File: src/rtl/sw_array_ctrl.sv
// +--------------------------------------------------------------------------+
// | sw_array_ctrl: query preload, array reset, database streaming and result |
// | collection for a linear affine-gap Smith-Waterman systolic array.        |
// | Revision: 1.0                                                            |
// +--------------------------------------------------------------------------+
`default_nettype none

module sw_array_ctrl #(
  parameter int N_PE        = 48,
  parameter int LOG_N_PE    = 6,
  parameter int SCORE_WIDTH = 11,
  parameter int DB_LEN_W    = 12
) (
  input  logic                   clk,
  input  logic                   i_rst,
  input  logic                   i_start,
  input  logic                   i_local,
  input  logic                   i_q_vld,
  input  logic [1:0]             i_q_data,
  output logic                   o_q_rdy,
  input  logic                   i_db_vld,
  input  logic [1:0]             i_db_data,
  input  logic                   i_db_last,
  output logic                   o_db_rdy,
  output logic                   o_pl_shift,
  output logic [1:0]             o_pl_data,
  output logic                   o_arr_rst,
  output logic                   o_arr_vld,
  output logic [1:0]             o_arr_data,
  output logic                   o_arr_local,
  input  logic [SCORE_WIDTH-1:0] i_arr_high,
  output logic                   o_res_vld,
  input  logic                   i_res_rdy,
  output logic [SCORE_WIDTH-1:0] o_res_score,
  output logic [DB_LEN_W-1:0]    o_res_len,
  output logic                   o_res_err,
  output logic                   o_busy
);

  typedef enum logic [2:0] {
    S_IDLE    = 3'd0,
    S_LOAD_Q  = 3'd1,
    S_ARR_RST = 3'd2,
    S_ARR_GAP = 3'd3,
    S_STREAM  = 3'd4,
    S_DRAIN   = 3'd5,
    S_REPORT  = 3'd6
  } state_t;

  localparam logic [LOG_N_PE-1:0]    c_Q_LAST     = LOG_N_PE'(N_PE - 1);
  localparam logic [LOG_N_PE-1:0]    c_DRAIN_LAST = LOG_N_PE'(N_PE + 1);
  localparam logic [LOG_N_PE-1:0]    c_RST_LAST   = LOG_N_PE'(1);
  localparam logic [DB_LEN_W-1:0]    c_DB_MAX     = '1;
  localparam logic [DB_LEN_W-1:0]    c_DB_PRE     = c_DB_MAX - DB_LEN_W'(1);
  localparam logic [SCORE_WIDTH-1:0] c_BIAS       = {1'b1, {(SCORE_WIDTH-1){1'b0}}};

  state_t                  r_state, w_state_nxt;
  logic [LOG_N_PE-1:0]     r_cnt, w_cnt_nxt;
  logic [DB_LEN_W-1:0]     r_db_cnt, w_db_cnt_nxt;
  logic                    r_err, w_err_nxt;

  logic                    w_q_rdy_nxt, w_db_rdy_nxt, w_pl_shift_nxt;
  logic [1:0]              w_pl_data_nxt, w_arr_data_nxt;
  logic                    w_arr_rst_nxt, w_arr_vld_nxt, w_local_nxt;
  logic                    w_res_vld_nxt, w_res_err_nxt, w_busy_nxt;
  logic [SCORE_WIDTH-1:0]  w_res_score_nxt;
  logic [DB_LEN_W-1:0]     w_res_len_nxt;

  always_comb begin
    w_state_nxt     = r_state;
    w_cnt_nxt       = r_cnt;
    w_db_cnt_nxt    = r_db_cnt;
    w_err_nxt       = r_err;
    w_local_nxt     = o_arr_local;
    w_q_rdy_nxt     = 1'b0;
    w_db_rdy_nxt    = 1'b0;
    w_pl_shift_nxt  = 1'b0;
    w_pl_data_nxt   = o_pl_data;
    w_arr_rst_nxt   = 1'b0;
    w_arr_vld_nxt   = 1'b0;
    w_arr_data_nxt  = o_arr_data;
    w_res_vld_nxt   = 1'b0;
    w_res_score_nxt = o_res_score;
    w_res_len_nxt   = o_res_len;
    w_res_err_nxt   = o_res_err;

    case (r_state)
      S_IDLE: begin
        if (i_start) begin
          w_local_nxt  = i_local;
          w_cnt_nxt    = '0;
          w_db_cnt_nxt = '0;
          w_err_nxt    = 1'b0;
          w_q_rdy_nxt  = 1'b1;
          w_state_nxt  = S_LOAD_Q;
        end
      end

      S_LOAD_Q: begin
        w_q_rdy_nxt = 1'b1;
        if (i_q_vld && o_q_rdy) begin
          w_pl_shift_nxt = 1'b1;
          w_pl_data_nxt  = i_q_data;
          w_cnt_nxt      = r_cnt + LOG_N_PE'(1);
          if (r_cnt == c_Q_LAST) begin
            w_q_rdy_nxt   = 1'b0;
            w_cnt_nxt     = '0;
            w_arr_rst_nxt = 1'b1;
            w_state_nxt   = S_ARR_RST;
          end
        end
      end

      S_ARR_RST: begin
        if (r_cnt == c_RST_LAST) begin
          w_cnt_nxt   = '0;
          w_state_nxt = S_ARR_GAP;
        end else begin
          w_arr_rst_nxt = 1'b1;
          w_cnt_nxt     = r_cnt + LOG_N_PE'(1);
        end
      end

      S_ARR_GAP: begin
        w_db_rdy_nxt = 1'b1;
        w_state_nxt  = S_STREAM;
      end

      S_STREAM: begin
        w_db_rdy_nxt = 1'b1;
        if (i_db_vld && o_db_rdy) begin
          w_arr_vld_nxt  = 1'b1;
          w_arr_data_nxt = i_db_data;
          if (r_db_cnt != c_DB_MAX) begin
            w_db_cnt_nxt = r_db_cnt + DB_LEN_W'(1);
          end
          // The char that fills the length counter is forced to be the last one.
          if (i_db_last || (r_db_cnt == c_DB_PRE)) begin
            if (!i_db_last) begin
              w_err_nxt = 1'b1;
            end
            w_db_rdy_nxt = 1'b0;
            w_cnt_nxt    = '0;
            w_state_nxt  = S_DRAIN;
          end
        end else if (r_db_cnt != '0) begin
          w_err_nxt = 1'b1;
        end
      end

      S_DRAIN: begin
        if (r_cnt == c_DRAIN_LAST) begin
          w_res_score_nxt = i_arr_high - c_BIAS;
          w_res_len_nxt   = r_db_cnt;
          w_res_err_nxt   = r_err;
          w_res_vld_nxt   = 1'b1;
          w_state_nxt     = S_REPORT;
        end else begin
          w_cnt_nxt = r_cnt + LOG_N_PE'(1);
        end
      end

      S_REPORT: begin
        if (i_res_rdy) begin
          w_state_nxt = S_IDLE;
        end else begin
          w_res_vld_nxt = 1'b1;
        end
      end

      default: begin
        w_state_nxt = S_IDLE;
      end
    endcase

    w_busy_nxt = (w_state_nxt != S_IDLE);
  end

  always_ff @(posedge clk) begin
    if (i_rst) begin
      r_state     <= S_IDLE;
      r_cnt       <= '0;
      r_db_cnt    <= '0;
      r_err       <= 1'b0;
      o_q_rdy     <= 1'b0;
      o_db_rdy    <= 1'b0;
      o_pl_shift  <= 1'b0;
      o_pl_data   <= '0;
      o_arr_rst   <= 1'b1;
      o_arr_vld   <= 1'b0;
      o_arr_data  <= '0;
      o_arr_local <= 1'b0;
      o_res_vld   <= 1'b0;
      o_res_score <= '0;
      o_res_len   <= '0;
      o_res_err   <= 1'b0;
      o_busy      <= 1'b0;
    end else begin
      r_state     <= w_state_nxt;
      r_cnt       <= w_cnt_nxt;
      r_db_cnt    <= w_db_cnt_nxt;
      r_err       <= w_err_nxt;
      o_q_rdy     <= w_q_rdy_nxt;
      o_db_rdy    <= w_db_rdy_nxt;
      o_pl_shift  <= w_pl_shift_nxt;
      o_pl_data   <= w_pl_data_nxt;
      o_arr_rst   <= w_arr_rst_nxt;
      o_arr_vld   <= w_arr_vld_nxt;
      o_arr_data  <= w_arr_data_nxt;
      o_arr_local <= w_local_nxt;
      o_res_vld   <= w_res_vld_nxt;
      o_res_score <= w_res_score_nxt;
      o_res_len   <= w_res_len_nxt;
      o_res_err   <= w_res_err_nxt;
      o_busy      <= w_busy_nxt;
    end
  end

endmodule

`default_nettype wire

File: config.mk
export PLATFORM = sky130hd
export DESIGN_NAME = sw_array_ctrl
export DESIGN_NICKNAME = d
export VERILOG_FILES = /design/src/rtl/sw_array_ctrl.sv
export SDC_FILE = /design/constraint.sdc
export NUM_CORES = 1
export LEC_CHECK = 0
export ABC_AREA = 1
export BUFFER_PORTS_ARGS = -buffer_cell sky130_fd_sc_hd__buf_2
export CAP_MARGIN = 20
export CORE_AREA = 3 3 82 84
export CTS_CLUSTER_DIAMETER = 150
export DETAILED_ROUTE_END_ITERATION = 8
export DIE_AREA = 0 0 85 87
export PLACE_DENSITY = 0.76
export SETUP_SLACK_MARGIN = 0.5
export SLEW_MARGIN = 5
export SYNTH_ARGS = -nofsm -noshare
export SYNTH_HDL_FRONTEND = slang
export SYNTH_SLANG_ARGS = --single-unit
File: constraint.sdc
create_clock -name clk -period 1.5 [get_ports clk]
set_input_delay 0.3 -clock clk [delete_from_list [all_inputs] [get_ports clk]]
set_output_delay 0.3 -clock clk [all_outputs]
set_load 0.1 [all_outputs]
==> impl_metrics.csv, run 1 <==
group,metric,value,unit
run_status,status,"finished with violations",
run_status,failed_checks,"design-rule violations, negative setup slack",
global_route,first_global_vias,3261,
sta,slew_viol_final,0,
pwr,power_frac_comb,0.148,
drt,drc,26,
pwr,ir_drop,0.7434,mV
finish,antennaDiodeCount,0,
placed_design,place_ws,0.01300,ns
synthesis,avgSynthCellArea,7.031,um2
job,maxCapViolations,0,
drt,routed_wl,16050,um
floorplanning,chipHeight,87,um
floorplanning,die_area,0.007395,mm2
synthesis,syn-num-nets,422,
placed_design,gp_congestion,0.9189,
synthesis,yosys.area.top_type,"dfxtp_1",
pwr,leakage,0.002276,uW
finish,final_core_util,0.9112,
sta,finalWorstSetupSlack,-0.2008,ns
pwr,power.density,690.7,mW/mm2
sta,whs,0.1129,ns
floorplanning,die_x,85,um
pwr,p_sw_frac,0.3055,
finish,nNetsFinal,563,
finish,drive_gt1_frac,0.6407,
global_route,grt_pass1_wl,16400,um
drt,drt-initial-drc-count,797,
worst_hold_path,hp-class,"input pin to flop",
finish,layout_common_cells,"buf_4 (64), nand2_1 (61), buf_12 (37)",
finish,final_common_cell,"buf_4",
pwr,power.share.clock,0.437,
floorplanning,io_pins,59,
placed_design,io_buffers,58,
clocking,clkTransAtPathRegs,0.08,ns
critical_path,r2r_setup_slack,-0.20,ns
synthesis,async_reset_ff_frac,0,
critical_path,crit_path_end_kind,"flop",
synthesis,netlist_instances,394,
finish,fillers,177,
pwr,cell_internal_pwr,2619,uW
sta,setup_violations,31,
finish,syn_to_final_growth,97.06,%
clocking,cts.path.max_buffers,2,
synthesis,yosys_most_used_dff,"dfxtp_1",
clocking,h-tree-depth,3,
sta,relSlewSlack,0.6801,
drt,ant_nets,0,
pwr,power_switching,1152,uW
pwr,power_frac_seq,0.416,
sta,worstMarginPinSlew,0.4798,ns
sta,skew,0.01801,ns
clocking,cts_hold_buf,0,
synthesis,synth_area_leaders,"dfxtp_1 (42%), nand2_1 (10%), nor2_1 (10%)",
critical_path,worst-r2r-cell-count,6,
floorplanning,initial_utilization,0.4624,
sta,fin_crit_sh,1.134,
sta,hold_viol_final,0,
sta,fin_crit,1.701,ns
clocking,cts.sinks,58,
pwr,total_power,3771,uW
finish,regArea,0.001294,mm2
finish,multi_input_comb_area,0.002093,mm2
critical_path,critPathArrivalTime,1.98,ns
synthesis,yosys_warnings,0,
synthesis,seq_area_frac_synth,0.4192,
placed_design,place_inst,536,
drt,dr.pass1.iters,9,
floorplanning,num_rows,28,
synthesis,yosys.area.top_type_share,0.4192,
drt,viasPerCell,6.550,
clocking,clk_latency,0.37,ns
synthesis,syn_area,0.002770,mm2
sta,max_freq,587.9,MHz
floorplanning,coreArea,0.005991,mm2
synthesis,synth_edf_count,0,
critical_path,path_class,"flop to flop",
worst_hold_path,holdPathStages,2,
synthesis,yosys_register_bits,58,
critical_path,worstPathMaxFanout,3,
global_route,antenna_found_initial,0,
global_route,grt_overflow,0,
clocking,root_buffer,"clkbuf_8",
placed_design,dp_hpwl,5228,um
drt,wire_per_inst,26.10,um
critical_path,startpoint_type,"flop",
clocking,cts_inserted_buffers,9,
clocking,cts_tree,"built",
global_route,grt_usage,0.2869,
sta,grt_setup_unrepaired,"yes",
finish,finalNonFillerCells,615,
global_route,grt_max_degree,31,
critical_path,required,1.78,ns
drt,vias,4028,
synthesis,ys_types,31,
registers in the layout, summed over array words and instances (netlist names), 2 cells and up:
name         flops
o_res_len       12
r_db_cnt        12
o_res_score     11
r_cnt            6
r_state          3
o_arr_data       2
o_pl_data        2
layer usage:
metal	routed length (um)	GRT usage	up-vias
met4	1297	0.1813	0
met2	7347	0.4866	432
met1	5421	0.3246	1874
met5	0	0	-
met3	1985	0.06623	160
li1	-	-	1562
worst paths after layout:
check                                 start                      endpoint
setup / recovery   r_db_cnt[2]$_SDFFE_PP0P_      r_db_cnt[5]$_SDFFE_PP0P_
hold / removal               i_arr_high[10]  o_res_score[10]$_SDFFE_PP0P_
setup reg to reg   r_db_cnt[2]$_SDFFE_PP0P_      r_db_cnt[5]$_SDFFE_PP0P_
hold reg to reg   o_pl_data[1]$_SDFFE_PP0P_     o_pl_data[1]$_SDFFE_PP0P_
cell type report:
cell class | count | area share
Timing Repair Buffer | 136 | 0.2714
Multi-Input combinational cell | 287 | 0.3835
Timing Repair inverter | 5 | 0.01994
Inverter | 38 | 0.03209
Sequential cell | 58 | 0.2370
Tap cell | 75 | 0.01719
Clock buffer | 12 | 0.03048
Clock inverter | 4 | 0.008480
power groups by stage:
stage          Clock [uW]  Combinational (uW)  Sequential [uW]
6_report             1650                 557             1570
3_3_place_gp            0                 344             1630
2_1_floorplan           0                 171             1710
3_5_place_dp            0                 349             1630
5_1_grt              1710                 576             1570
4_1_cts              1560                 440             1600
Yosys cell counts, types with 2 or more instances:
cell and n:
inv_1 35, clkbuf_1 6, nand3_1 27, a21oi_1 26, o21ai_0 39, nor3b_2 2
nor3_1 3, nand2_1 76, buf_2 2, nor2_1 74, nor2_4 4, inv_2 2
nor2_2 5, buf_6 3, nor4_1 2, nand2_4 3, nand4_1 8, dfxtp_1 58
ha_1 5, nand2_2 3
metrics by stage:
stage | setup TNS (ns) | area (um2)
after floorplan | 0 | 3025
after global placement | 0 | 3471
after detailed placement | 0 | 3471
after CTS | 0 | 4835
after global routing | -3.286 | 5459
final | -2.481 | 5459
cells by family (layout without fill, tap and decap cells):
logic type | after synthesis | count (layout) | synth area share
DFF | 58 | 58 | 0.4191
buffers and inverters | 50 | 195 | 0.07859
and+or+nand+nor | 210 | 211 | 0.3464
AOI/OAI and AO/OA | 69 | 69 | 0.1269
xor gates and xnor gates | 2 | 2 | 0.006325
adders and majority gates | 5 | 5 | 0.02258
timing repair:
item	4_1_cts	5_1_grt
cloned	6	0
pin swaps	40	45
gates resized for setup	237	108
endpoints found under the setup margin	94	94
buffers inserted	22	35
worst max-delay path: stages (launching register included):
cell	delay (ns)
dfxtp_1	0.41
buf_4	0.18
nand3_1	0.15
nor2_2	0.27
xor2_1	0.30
nand3_2	0.11
a21oi_2	0.21
Note: power is estimated with default switching activity, not from simulation.
==> inputs of run 2 (changes only) <==
BUFFER_PORTS_ARGS = -buffer_cell sky130_fd_sc_hd__clkbuf_2   (was -buffer_cell sky130_fd_sc_hd__buf_2)
==> run 2 against run 1 <==
The flow finishes with violations (negative setup slack). Die area did not move. Clock-buffer cell count rose by 1. Hold slack improved by 0.012 ns. Highest routed layer is now met5.
==> impl_metrics.csv, run 2 (synthesis results as in run 1) <==
group,metric,value,unit
clocking,cts.path.max_buffers,2,
clocking,root_buffer,"clkbuf_8",
finish,final_common_cell,"nand2_1",
finish,antennaDiodeCount,0,
pwr,power.density,678.7,mW/mm2
clocking,clkTransAtPathRegs,0.09,ns
finish,finalNonFillerCells,609,
finish,drive_gt1_frac,0.6517,
drt,dr.pass1.iters,6,
critical_path,path_class,"flop to flop",
finish,nNetsFinal,557,
clocking,h-tree-depth,3,
global_route,grt_pass1_wl,16940,um
clocking,cts_inserted_buffers,9,
global_route,first_global_vias,3276,
pwr,leakage,0.002333,uW
critical_path,crit_path_end_kind,"flop",
finish,reg.largest.list,"o_res_len (12), r_db_cnt (12), o_res_score (11)",
critical_path,cpPeakStageDelay,0.41,ns
critical_path,path_buf_inv,2,
sta,max_freq,537.1,MHz
drt,drt-initial-drc-count,852,
floorplanning,die_area,0.007395,mm2
critical_path,startpoint_type,"flop",
critical_path,worstPathMaxFanout,3,
floorplanning,io_pins,59,
sta,finalWorstSetupSlack,-0.3620,ns
sta,worstMarginPinSlew,0.5584,ns
drt,routed_wl,16800,um
pwr,ir_drop,0.6942,mV
critical_path,required,1.73,ns
global_route,grt_usage,0.2947,
floorplanning,coreArea,0.005991,mm2
pwr,power_frac_seq,0.410,
placed_design,postPlaceCellArea,0.003463,mm2
finish,stdcell_area,0.005682,mm2
global_route,grt_overflow,0,
pwr,p_sw_frac,0.3199,
finish,layout_common_cells,"nand2_1 (62), buf_4 (53), nor2_1 (36)",
drt,drc,0,
sta,grt_setup_unrepaired,"yes",
finish,syn_to_final_growth,105.1,%
drt,ant_nets,0,
placed_design,gp_congestion,0.9446,
drt,viasPerCell,6.711,
drt,vias,4087,
sta,relSlewSlack,0.6273,
critical_path,critPathArrivalTime,2.09,ns
placed_design,place_inst,534,
critical_path,crit_chain,"ha_4 > inv_4 > nor2_4 > inv_2 > nor2_4 > nand4_1 > nor2_1 > nor2_1",
drt,wire_per_inst,27.58,um
critical_path,crit_slowest_cell,"dfxtp_4",
pwr,power.share.clock,0.421,
pwr,power_switching,1233,uW
placed_design,io_buffers,58,
sta,setup_violations,32,
pwr,power_frac_comb,0.169,
sta,slew_viol_final,0,
sta,hold_viol_final,0,
sta,fin_tns_setup,-3.481,ns
floorplanning,num_rows,28,
sta,fin_crit,1.862,ns
run_status,failed_checks,"negative setup slack",
floorplanning,initial_utilization,0.4624,
floorplanning,chipHeight,87,um
job,maxCapViolations,0,
critical_path,crit_family,"simple AND/OR/NAND/NOR gates",
floorplanning,die_x,85,um
global_route,grt_max_degree,26,
worst_hold_path,hp-class,"input pin to flop",
global_route,antenna_found_initial,1,
clocking,cts_tree,"built",
clocking,clk_latency,0.37,ns
pwr,cell_internal_pwr,2623,uW
run_status,status,"finished with violations",
sta,fin_crit_sh,1.241,
finish,fillers,138,
sta,skew,0.02521,ns
clocking,cts.sinks,58,
placed_design,dp_hpwl,5202,um
==> run 2: cell types whose count changed in the layout (fill, tap and decap cells not counted), moves of 8 or more <==
cell,change
buf_12,-30
buf_2,-22
buf_4,-11
clkbuf_16,+34
clkbuf_2,+22
dfxtp_2,+15
dfxtp_4,-12
o21ai_1,-8
==> run 2: final timing paths <==
| kind | startpoint | end | slack (ns) | cells past startpoint |
|---|---|---|---|---|
| setup / recovery | r_db_cnt[0]$_SDFFE_PP0P_ | r_db_cnt[10]$_SDFFE_PP0P_ | -0.36 | 8 |
| hold / removal | i_arr_high[10] | o_res_score[10]$_SDFFE_PP0P_ | 0.13 | 2 |
| setup reg to reg | r_db_cnt[0]$_SDFFE_PP0P_ | r_db_cnt[10]$_SDFFE_PP0P_ | -0.36 | 8 |
| hold reg to reg | o_pl_data[1]$_SDFFE_PP0P_ | o_pl_data[1]$_SDFFE_PP0P_ | 0.49 | 2 |
==> run 2: through the flow <==
| stage | hold WS [ns] | utilization | power (uW) | worst slack (ns) |
|---|---|---|---|---|
| after floorplan | 0.3765 | - | 1883 | 0.1438 |
| after global placement | 0.4306 | 0.5781 | 1974 | 0.04407 |
| after detailed placement | 0.4409 | 0.5781 | 1978 | -0.03145 |
| after CTS | 0.1055 | 0.8062 | 3563 | 0.1123 |
| after global routing | 0.1435 | 0.9484 | 3883 | -0.3686 |
| final | 0.1253 | 0.9484 | 3856 | -0.3620 |
==> run 2: worst reg2reg max path: stages (launching register included) <==
cell,delay (ns)
dfxtp_4,0.41
ha_4,0.16
inv_4,0.05
nor2_4,0.18
inv_2,0.11
nor2_4,0.16
nand4_1,0.24
nor2_1,0.31
nor2_1,0.11
==> run 2: final cells by class <==
cell class              count  area (um2)  share of cell area
clock inverters             3       17.52            0.003083
inverters                  38       180.2             0.03171
flip-flops and latches     58        1267              0.2231
repair buffers            130        1643              0.2891
well taps                  75       93.84             0.01652
repair inverters            5       98.84             0.01740
multi-input cells         287        2190              0.3854
clock buffers              13       191.4             0.03369
==> run 2: timing repair <==
item	4_1_cts	5_1_grt
setup buffers	20	33
pin swaps	28	46
gates resized for setup	176	149
gates cloned	3	3
hold buffers	0	0
endpoints found under the setup margin	94	94
==> run 2: layer usage <==
metal  GRT usage  routed length [um]
met1      0.3209                5729
met2      0.5268                7383
met3     0.07001                2249
met4      0.1597                1425
met5           0                   9
==> run 2: power groups by stage <==
stage	Clock, uW	Sequential [uW]	Combinational (uW)
finish	1620	1580	652
global route	1640	1580	665
CTS	1490	1590	480
detailed placement	0	1630	352
global placement	0	1620	349
floorplan	0	1710	171
==> inputs of run 3 (changes only) <==
RECOVER_POWER = 100   (was not set)
==> run 3 against run 2 <==
The flow still finishes with violations (negative setup slack). Clock power about the same. Wire length up 1.4%. Via count up 0.73%. Clock-buffer cell count unchanged. Largest power group unchanged.
==> impl_metrics.csv, run 3 (synthesis results as in run 1) <==
group,metric,value,unit
floorplanning,num_rows,28,
critical_path,r2r_setup_slack,-0.35,ns
critical_path,required,1.73,ns
worst_hold_path,hp-class,"input pin to flop",
finish,drive_gt1_frac,0.6517,
sta,fin_crit_sh,1.231,
global_route,first_global_vias,3276,
sta,slew_viol_final,0,
clocking,cts_tree,"built",
floorplanning,die_x,85,um
global_route,grt_overflow,0,
critical_path,crit_path_end_kind,"flop",
drt,routed_wl,17040,um
floorplanning,initial_utilization,0.4624,
clocking,cts.sinks,58,
pwr,total_power,3815,uW
pwr,power.density,754.6,mW/mm2
finish,final_core_util,0.8440,
placed_design,gp_congestion,0.9446,
sta,worstMarginPinSlew,0.5578,ns
clocking,clk_latency,0.37,ns
drt,ant_nets,0,
global_route,grt_usage,0.2947,
finish,syn_to_final_growth,82.52,%
drt,drc,0,
finish,reg.largest.list,"o_res_len (12), r_db_cnt (12), o_res_score (11)",
finish,layout_common_cells,"nand2_1 (62), buf_4 (53), nor2_1 (36)",
critical_path,startpoint_type,"flop",
global_route,antenna_found_initial,1,
global_route,grt_max_degree,26,
sta,skew,0.02576,ns
clocking,clkTransAtPathRegs,0.10,ns
run_status,status,"finished with violations",
sta,grt_setup_unrepaired,"yes",
pwr,leakage,0.002134,uW
sta,relSlewSlack,0.6277,
critical_path,worstPathMaxFanout,3,
floorplanning,coreArea,0.005991,mm2
critical_path,rr_startpoint,"r_db_cnt[0]$_SDFFE_PP0P_",
sta,hold_viol_final,0,
clocking,cts_inserted_buffers,9,
finish,nNetsFinal,557,
clocking,h-tree-depth,3,
sta,max_freq,541.7,MHz
critical_path,worst-r2r-cell-count,8,
clocking,cts.path.max_buffers,2,
global_route,grt_pass1_wl,16940,um
drt,viasPerCell,6.760,
drt,drt-initial-drc-count,893,
placed_design,io_buffers,58,
drt,wire_per_inst,27.97,um
sta,setup_violations,31,
critical_path,critPathArrivalTime,2.07,ns
floorplanning,io_pins,59,
drt,dr.pass1.iters,7,
critical_path,timing.rr.end,"r_db_cnt[10]$_SDFFE_PP0P_",
worst_hold_path,hold_path_end,"o_res_score[10]$_SDFFE_PP0P_",
clocking,root_buffer,"clkbuf_8",
floorplanning,chipHeight,87,um
job,maxCapViolations,0,
pwr,ir_drop,0.6918,mV
run_status,failed_checks,"negative setup slack",
sta,fin_crit,1.846,ns
placed_design,dp_hpwl,5202,um
worst_hold_path,min_from,"i_arr_high[10]",
finish,antennaDiodeCount,0,
worst_hold_path,holdPathStages,2,
drt,vias,4117,
critical_path,path_class,"flop to flop",
floorplanning,die_area,0.007395,mm2
finish,final_common_cell,"nand2_1",
sta,finalWorstSetupSlack,-0.3461,ns
-- run 3: changes by cell type in the layout (fill, tap and decap cells not counted) --
cell / previous run / this run
clkbuf_4: 0 / 32
buf_12: 7 / 4
buf_2: 0 / 4
clkbuf_16: 35 / 2
-- run 3: report_power, final --
group	internal, uW	switching, uW
Clock	843	779
Combinational	201	417
Sequential	1540	35.0
-- run 3: worst max-delay path: stages (launching register included) --
cell and delay (ns):
dfxtp_4 0.41, ha_4 0.16, inv_4 0.05, nor2_4 0.18
inv_2 0.11, nor2_4 0.15, nand4_1 0.24, nor2_1 0.30
nor2_1 0.10
-- run 3: per-stage QoR --
step / worst slack [ns] / setup TNS [ns] / instance area, um2 / instances / hold WS, ns
after floorplan: 0.1438 / 0 / 3025 / 394 / 0.3765
after global placement: 0.04407 / 0 / 3463 / 534 / 0.4306
after detailed placement: -0.03145 / -0.05070 / 3463 / 534 / 0.4409
after CTS: 0.1123 / 0 / 4830 / 573 / 0.1055
after global routing: -0.3686 / -5.792 / 5056 / 609 / 0.1435
final: -0.3461 / -3.249 / 5056 / 609 / 0.1240
-- run 3: worst max-delay path by stage --
stage	start	to	slack, ns	cells after the start
after floorplan	o_db_rdy$_SDFF_PP0_	r_db_cnt[3]$_SDFFE_PP0P_	0.14	8
after global placement	r_state[2]$_SDFF_PP0_	r_db_cnt[7]$_SDFFE_PP0P_	0.04	9
after detailed placement	r_state[2]$_SDFF_PP0_	r_db_cnt[5]$_SDFFE_PP0P_	-0.03	8
after CTS	r_db_cnt[0]$_SDFFE_PP0P_	r_cnt[2]$_SDFFE_PP0P_	0.11	11
after global routing	r_db_cnt[0]$_SDFFE_PP0P_	r_db_cnt[10]$_SDFFE_PP0P_	-0.37	8
final	r_db_cnt[0]$_SDFFE_PP0P_	r_db_cnt[10]$_SDFFE_PP0P_	-0.35	8
-- run 3: repair_timing --
action,in CTS,in global routing
pin swaps,28,46
setup endpoints to repair,94,94
hold buffers,0,0
gates cloned,3,3
buffers inserted,20,33
gates resized for setup,176,149
hold endpoints to repair,0,0
-- run 3: metal layers --
metal | part of all wire | track usage | up-vias
li1 | - | - | 1563
met1 | 0.35 | 0.3209 | 1886
met2 | 0.43 | 0.5268 | 485
met3 | 0.13 | 0.07001 | 181
met4 | 0.084 | 0.1597 | 2
met5 | 0.00053 | 0 | -
-- run 3: cell type report --
cell class	instances	area, um2
fillers	235	934.6
clock buffers	13	191.4
repair inverters	5	98.84
clock inverters	3	17.52
repair buffers	130	1017
well taps	75	93.84
inverters	38	180.2
multi-input cells	287	2190
flip-flops and latches	58	1267
